**src/rtl/wb_master_bridge.sv**
```systemverilog
// wb_master_bridge
// Turns one valid/ready request from a core into one Wishbone pipelined
// transaction and returns a single-cycle response. A watchdog limits how long
// cyc can stay high, so an unmapped or hung slave cannot hold the bus.
//
// state | meaning
// IDLE  | no transaction in flight; req_ready is high
// REQ   | cyc and stb high, request held stable until the slave drops stall
// WAIT  | request taken by the slave; cyc held, waiting for ack or err
module wb_master_bridge #(
  parameter int ADDR_WIDTH = 32,
  parameter int DATA_WIDTH = 32,
  parameter int TIMEOUT    = 255,
  parameter logic [DATA_WIDTH-1:0] ERR_DATA = DATA_WIDTH'(32'hDEAD_BEEF)
) (
  input  logic                      clk,
  input  logic                      rst,
  input  logic                      req_valid,
  output logic                      req_ready,
  input  logic                      req_we,
  input  logic [ADDR_WIDTH-1:0]     req_addr,
  input  logic [DATA_WIDTH-1:0]     req_data,
  input  logic [DATA_WIDTH/8-1:0]   req_sel,
  output logic                      rsp_valid,
  output logic [DATA_WIDTH-1:0]     rsp_data,
  output logic                      rsp_err,
  output logic                      o_wb_cyc,
  output logic                      o_wb_stb,
  output logic                      o_wb_we,
  output logic [DATA_WIDTH/8-1:0]   o_wb_sel,
  output logic [ADDR_WIDTH-1:0]     o_wb_addr,
  output logic [DATA_WIDTH-1:0]     o_wb_data,
  input  logic [DATA_WIDTH-1:0]     i_wb_data,
  input  logic                      i_wb_ack,
  input  logic                      i_wb_stall,
  input  logic                      i_wb_err
);

  localparam int SEL_WIDTH = DATA_WIDTH / 8;
  // 16 bits covers the whole legal TIMEOUT range.
  localparam logic [15:0] TIMEOUT_CNT = 16'(TIMEOUT);

  typedef enum logic [1:0] {
    S_IDLE = 2'd0,
    S_REQ  = 2'd1,
    S_WAIT = 2'd2
  } state_t;

  state_t                  r_state;
  logic [15:0]             r_cnt;
  logic                    r_cyc;
  logic                    r_stb;
  logic                    r_we;
  logic [SEL_WIDTH-1:0]    r_sel;
  logic [ADDR_WIDTH-1:0]   r_addr;
  logic [DATA_WIDTH-1:0]   r_wdata;
  logic                    r_rsp_valid;
  logic                    r_rsp_err;
  logic [DATA_WIDTH-1:0]   r_rsp_data;

  logic                    w_done;
  logic                    w_accept;
  logic                    w_complete;
  logic [15:0]             w_cnt_inc;
  logic                    w_timeout;

  // Completion is only legal once the slave has taken the request: in WAIT,
  // or on the very edge where stall is low in REQ. err has priority over ack.
  assign w_done     = i_wb_ack | i_wb_err;
  assign w_accept   = (r_state == S_REQ) & ~i_wb_stall;
  assign w_complete = ((r_state == S_WAIT) | w_accept) & w_done;
  assign w_cnt_inc  = r_cnt + 16'd1;
  // A completion on the same edge as the watchdog expiry wins.
  assign w_timeout  = (r_state != S_IDLE) & ~w_complete & (w_cnt_inc == TIMEOUT_CNT);

  assign req_ready = (r_state == S_IDLE);
  assign rsp_valid = r_rsp_valid;
  assign rsp_data  = r_rsp_data;
  assign rsp_err   = r_rsp_err;
  assign o_wb_cyc  = r_cyc;
  assign o_wb_stb  = r_stb;
  assign o_wb_we   = r_we;
  assign o_wb_sel  = r_sel;
  assign o_wb_addr = r_addr;
  assign o_wb_data = r_wdata;

  // Transaction FSM with registered bus and response outputs.
  always_ff @(posedge clk or negedge rst) begin
    if (!rst) begin
      r_state     <= S_IDLE;
      r_cnt       <= '0;
      r_cyc       <= 1'b0;
      r_stb       <= 1'b0;
      r_we        <= 1'b0;
      r_sel       <= '0;
      r_addr      <= '0;
      r_wdata     <= '0;
      r_rsp_valid <= 1'b0;
      r_rsp_err   <= 1'b0;
      r_rsp_data  <= '0;
    end else begin
      r_rsp_valid <= 1'b0;
      r_rsp_err   <= 1'b0;
      case (r_state)
        S_IDLE: begin
          // Late acks/errs from a timed-out slave land here and are dropped.
          if (req_valid) begin
            r_we    <= req_we;
            r_addr  <= req_addr;
            r_wdata <= req_data;
            r_sel   <= req_sel;
            r_cyc   <= 1'b1;
            r_stb   <= 1'b1;
            r_cnt   <= '0;
            r_state <= S_REQ;
          end
        end
        S_REQ, S_WAIT: begin
          if (w_complete) begin
            r_cyc       <= 1'b0;
            r_stb       <= 1'b0;
            r_rsp_valid <= 1'b1;
            r_rsp_err   <= i_wb_err;
            if (r_we)
              r_rsp_data <= '0;
            else if (i_wb_err)
              r_rsp_data <= ERR_DATA;
            else
              r_rsp_data <= i_wb_data;
            r_state     <= S_IDLE;
          end else if (w_timeout) begin
            r_cyc       <= 1'b0;
            r_stb       <= 1'b0;
            r_rsp_valid <= 1'b1;
            r_rsp_err   <= 1'b1;
            r_rsp_data  <= r_we ? '0 : ERR_DATA;
            r_state     <= S_IDLE;
          end else begin
            r_cnt <= w_cnt_inc;
            if (w_accept) begin
              r_stb   <= 1'b0;
              r_state <= S_WAIT;
            end
          end
        end
        default: r_state <= S_IDLE;
      endcase
    end
  end

endmodule

```
**config.mk**
```make
export PLATFORM = sky130hd
export DESIGN_NAME = wb_master_bridge
export DESIGN_NICKNAME = d
export VERILOG_FILES = /design/src/rtl/wb_master_bridge.sv
export SDC_FILE = /design/constraint.sdc
export NUM_CORES = 1
export LEC_CHECK = 0
export CAP_MARGIN = 20
export CORE_MARGIN = 2
export CORE_UTILIZATION = 44
export CTS_CLUSTER_DIAMETER = 150
export CTS_CLUSTER_SIZE = 28
export DETAILED_ROUTE_END_ITERATION = 10
export PLACE_DENSITY_LB_ADDON = 0.08
export RECOVER_POWER = 50
export SLEW_MARGIN = 5
export SYNTH_ARGS = -nofsm -noshare
export SYNTH_HDL_FRONTEND = slang
export SYNTH_SLANG_ARGS = --single-unit
```
**constraint.sdc**
```tcl
create_clock -name clk -period 3.7 [get_ports clk]
set_clock_uncertainty 0.1 [all_clocks]
set_input_delay 0.925 -clock clk [delete_from_list [all_inputs] [get_ports clk]]
set_output_delay 0.925 -clock clk [all_outputs]
set_load 0.02 [all_outputs]
```
==> results.txt <==
* Unique cell type count in the Yosys netlist: 54
- Violations in the final reports: capacitance limit, slew limit
* Worst Hold Depth: 1
* Worst path slowest cell: sky130_fd_sc_hd__clkbuf_2
* Biggest cell delay along the critical path: about 1.2 ns
- For this block, the routed nets add up to 14.6 mm of wire.
* Synth Area per Inst: about 12 um^2
- Count of buffers inserted at the top-level ports: approximately 210
- Largest fanout on the critical path: 69
- Total CTS buffers: 17
- After the flow finishes, the layout carries non-filler instances totaling between 800 and 900.
- GPL Wtd Cong: 0.898
* FF+latch count, synth: 123
- Area share of the largest cell type after synthesis: a little under three fifths
- Filler cell count: approximately 970
- After clock tree synthesis, the setup repair step added 0 buffers.
- Worst slew margin: -20.8%
- Cell Pwr Density: slightly above 900 nW/um^2
- Worst min-delay path startpoint: o_wb_addr[9]
- Fin crit share: between 80% and 90%
- Clock latency at the later pin of the worst-skew pair: around 0.42 ns
- The final-report hold violation count was 0.
* Top FF cell, synth: sky130_fd_sc_hd__dfrtp_1
* Min-Delay Path Class: register to register
- The flow ran to the end, but the final reports show violations.
- After floorplanning, the core was divided into 41 placement rows.
- sky130_fd_sc_hd__dfrtp_1 takes more of the synthesized area than any other cell.
- Cts repair resizes: 0
- For this design the static power due to leakage is 3.56 nW.
- Crit end category: register
- Data arrives at the worst endpoint at ~3.3 ns.
- Share of synthesized registers carrying an async set or reset: 100%
* Area inside the core boundary: between 10,000 and 15,000 um^2
- Global-route wire length before repair: approximately 22 mm
* Via-to-Cell Ratio: about 5.1
- Across the run, the number of max-cap violations was 2.
- For this block, the initial DRC count from the detailed router was roughly 340.
- The count of pins over their slew limit is approximately 110.
* Number of cells produced by synthesis: roughly 450
- The initial antenna violation count is 0.
* Max Clk Rate: between 300 and 400 MHz
* Total power: between 7 and 8 mW
- Setup violations remaining at the end of the flow were counted as 0.
- The synthesized netlist occupies a cell area of 5560 um^2.
- Clock-pin slew was measured on the worst setup and hold paths at ~0.060 ns.
- Traced cell by cell, the critical path runs through dlygate4sd3_1 -> nand2_2 -> clkbuf_2 -> mux2_2.
- The tree is rooted in a sky130_fd_sc_hd__clkbuf_16.
- Number of antenna repair diodes: 0
- Syn nets: between 500 and 600
* Pre-antenna DRT Iters: 5
* Unrepaired setup endpoints after global routing: false
* Tmin final: ~3.1 ns
- Across every metal layer, demand over resource in global routing totals around 22%.
- Max clock buf depth: 2
- For this design, the sink count on the clock tree is around 120.
* Die footprint: between 10,000 and 15,000 um^2
* Startpoint of the worst setup timing path: req_valid
* Width of the die: approximately 120 um
- Layout cells sized above 1: a little over a fifth
- Via count: 4,298
- Crit path kind: input pin to register
- Summing the sequential cell areas from Yosys gives a little under three fifths of the chip area.
* Number of nets with antenna violations after detailed routing: 0
- Pin count of the biggest net entering global routing: 70
- In this run the critical register-to-register path is launched from r_state[0].
- Number of cells on the worst reg-to-reg path: 9
- In this run, placement finished with an instance count of 817.
- Overflow after GRT: 0
- Number of top-level pins: approximately 210
- Dividing the detail-routed wire length by the instance count gives 17.2 um.
- During synthesis, Yosys emitted a total of 0 warnings.
- The worst setup path is launched from an input pin.
* CTS tree: built
- Relative to the synthesized area, the layout overhead comes to 51.8%.
- After clock tree synthesis, the flow added hold-fix buffers numbering 0.
- Measured along the y axis, the die boundary spans between 100 and 150 um.
- Number of nets in the finished design: 777
- Pin slew with the least headroom to its limit: between 1.5 and 2 ns
- EDFF count, synth: 0
* Worst voltage drop across the vdd grid: roughly 0.00060 V
- H-tree depth: 4
- Reg2Reg Setup Slack: about 0.7 ns
- Setup_tns: 0 ns
- Starting density of the core: around 45%
- Leading post-synthesis cells by cell area: sky130_fd_sc_hd__dfrtp_1 (55%), sky130_fd_sc_hd__mux2_2 (15%), sky130_fd_sc_hd__mux2_4 (5.1%), sky130_fd_sc_hd__nor2_1 (4.3%), sky130_fd_sc_hd__nand2_1 (1.6%)
- DPL Wire Length: ~10 mm
- Detailed-route DRC error count: 0
- At the worst endpoint, the required time is 3.89 ns.
- The number of global-route vias before repair was roughly 4,300.
==> critical path, delay by kind of cell <==
kind                   cells  cell delay, ns
buffers and inverters      2            1.81
AND/OR/NAND/NOR            1            0.09
multiplexers               1            0.45
==> worst paths after layout <==
check                           endpoint
max                         o_wb_addr[7]
min                         o_wb_addr[9]
max reg2reg                  rsp_data[1]
min reg2reg                 o_wb_addr[9]
max in group asynchronous  o_wb_data[27]
min in group asynchronous   rsp_data[18]
==> metal layers <==
metal / global-route usage, % / wire [um] / vias to the layer above
met5: 0 / 0 / -
met4: 10.0 / 362 / 0
met3: 6.12 / 1130 / 30
met2: 35.8 / 7220 / 156
met1: 26.7 / 5910 / 2093
li1: - / - / 2019
==> per-stage QoR <==
stage	util, %	hold WS [ns]	area (um^2)	setup slack [ns]
floorplan	-	0.408	5560	0.808
finish	67.7	0.401	8430	0.573
global placement	62.8	0.386	7830	0.475
detailed placement	62.8	0.392	7830	0.389
CTS	67.9	0.405	8470	0.698
global route	67.7	0.412	8430	0.443
==> cell usage in the layout, fill, tap and decap left out, types with 2 or more instances in the layout <==
cell type,instances
sky130_fd_sc_hd__nor4_1,2
sky130_fd_sc_hd__nand2b_1,2
sky130_fd_sc_hd__xnor2_1,2
sky130_fd_sc_hd__nand4b_1,3
sky130_fd_sc_hd__clkinvlp_4,2
sky130_fd_sc_hd__a211oi_1,2
sky130_fd_sc_hd__a22o_1,8
sky130_fd_sc_hd__ha_1,6
sky130_fd_sc_hd__nand4_1,4
sky130_fd_sc_hd__nand2_1,23
sky130_fd_sc_hd__o211ai_1,2
sky130_fd_sc_hd__buf_4,7
sky130_fd_sc_hd__mux2i_1,5
sky130_fd_sc_hd__a211oi_2,2
sky130_fd_sc_hd__xor2_1,2
sky130_fd_sc_hd__mux2_4,19
sky130_fd_sc_hd__clkbuf_16,17
sky130_fd_sc_hd__clkdlybuf4s50_1,210
sky130_fd_sc_hd__o21ai_0,13
sky130_fd_sc_hd__dfrtp_1,123
sky130_fd_sc_hd__nor2_1,64
sky130_fd_sc_hd__mux2_2,74
sky130_fd_sc_hd__a21oi_1,9
sky130_fd_sc_hd__nand3_1,7
sky130_fd_sc_hd__clkinv_4,4
sky130_fd_sc_hd__inv_1,10
sky130_fd_sc_hd__bufinv_16,4
sky130_fd_sc_hd__nor3_1,7
sky130_fd_sc_hd__clkbuf_2,2
sky130_fd_sc_hd__o22ai_1,5
sky130_fd_sc_hd__a41oi_1,2
sky130_fd_sc_hd__nor2b_1,2
sky130_fd_sc_hd__a31oi_1,2
sky130_fd_sc_hd__inv_6,6
==> final cells by class <==
type                       count  area [um^2]  area share [%]
multi-input combinational    290         2280            27.0
sequential                   123         3080            36.5
clock inverter                15          214            2.54
inverter                      11         46.3           0.549
timing repair buffer         221         2180            25.8
clock buffer                  17          425            5.04
tap                          172          215            2.55
==> power by group <==
part | internal (mW) | leakage (nW) | switching, mW
Sequential | 1.94 | 1.50 | 0.332
Clock | 1.14 | 0.305 | 0.641
Combinational | 1.89 | 1.75 | 1.76
==> state kept, by name, summed over array words and instances (netlist names) <==
name and flops:
o_wb_addr 32, o_wb_cyc 1, o_wb_data 32, o_wb_sel 4
o_wb_stb 1, o_wb_we 1, r_cnt 16, r_state 2
rsp_data 32, rsp_err 1, rsp_valid 1
==> Yosys cell counts (8+ instances only) <==
cell type	count
sky130_fd_sc_hd__o21ai_0	13
sky130_fd_sc_hd__dfrtp_1	123
sky130_fd_sc_hd__mux2_4	19
sky130_fd_sc_hd__nor2_1	64
sky130_fd_sc_hd__a22o_1	8
sky130_fd_sc_hd__clkbuf_1	13
sky130_fd_sc_hd__nand2_1	24
sky130_fd_sc_hd__mux2_2	74
sky130_fd_sc_hd__a21oi_1	9
sky130_fd_sc_hd__inv_1	10
==> kinds of logic (layout without fill, tap and decap cells) <==
logic type,after synthesis,count (layout),share of synthesized area [%]
compound gates,55,55,6.89
simple gates,127,127,11.0
flops,123,123,55.4
fa+ha+maj,6,6,1.35
mux,98,98,21.0
xor+xnor,4,4,0.631
buf+inv,39,264,3.67
Note: power is estimated with default switching activity, not from simulation.
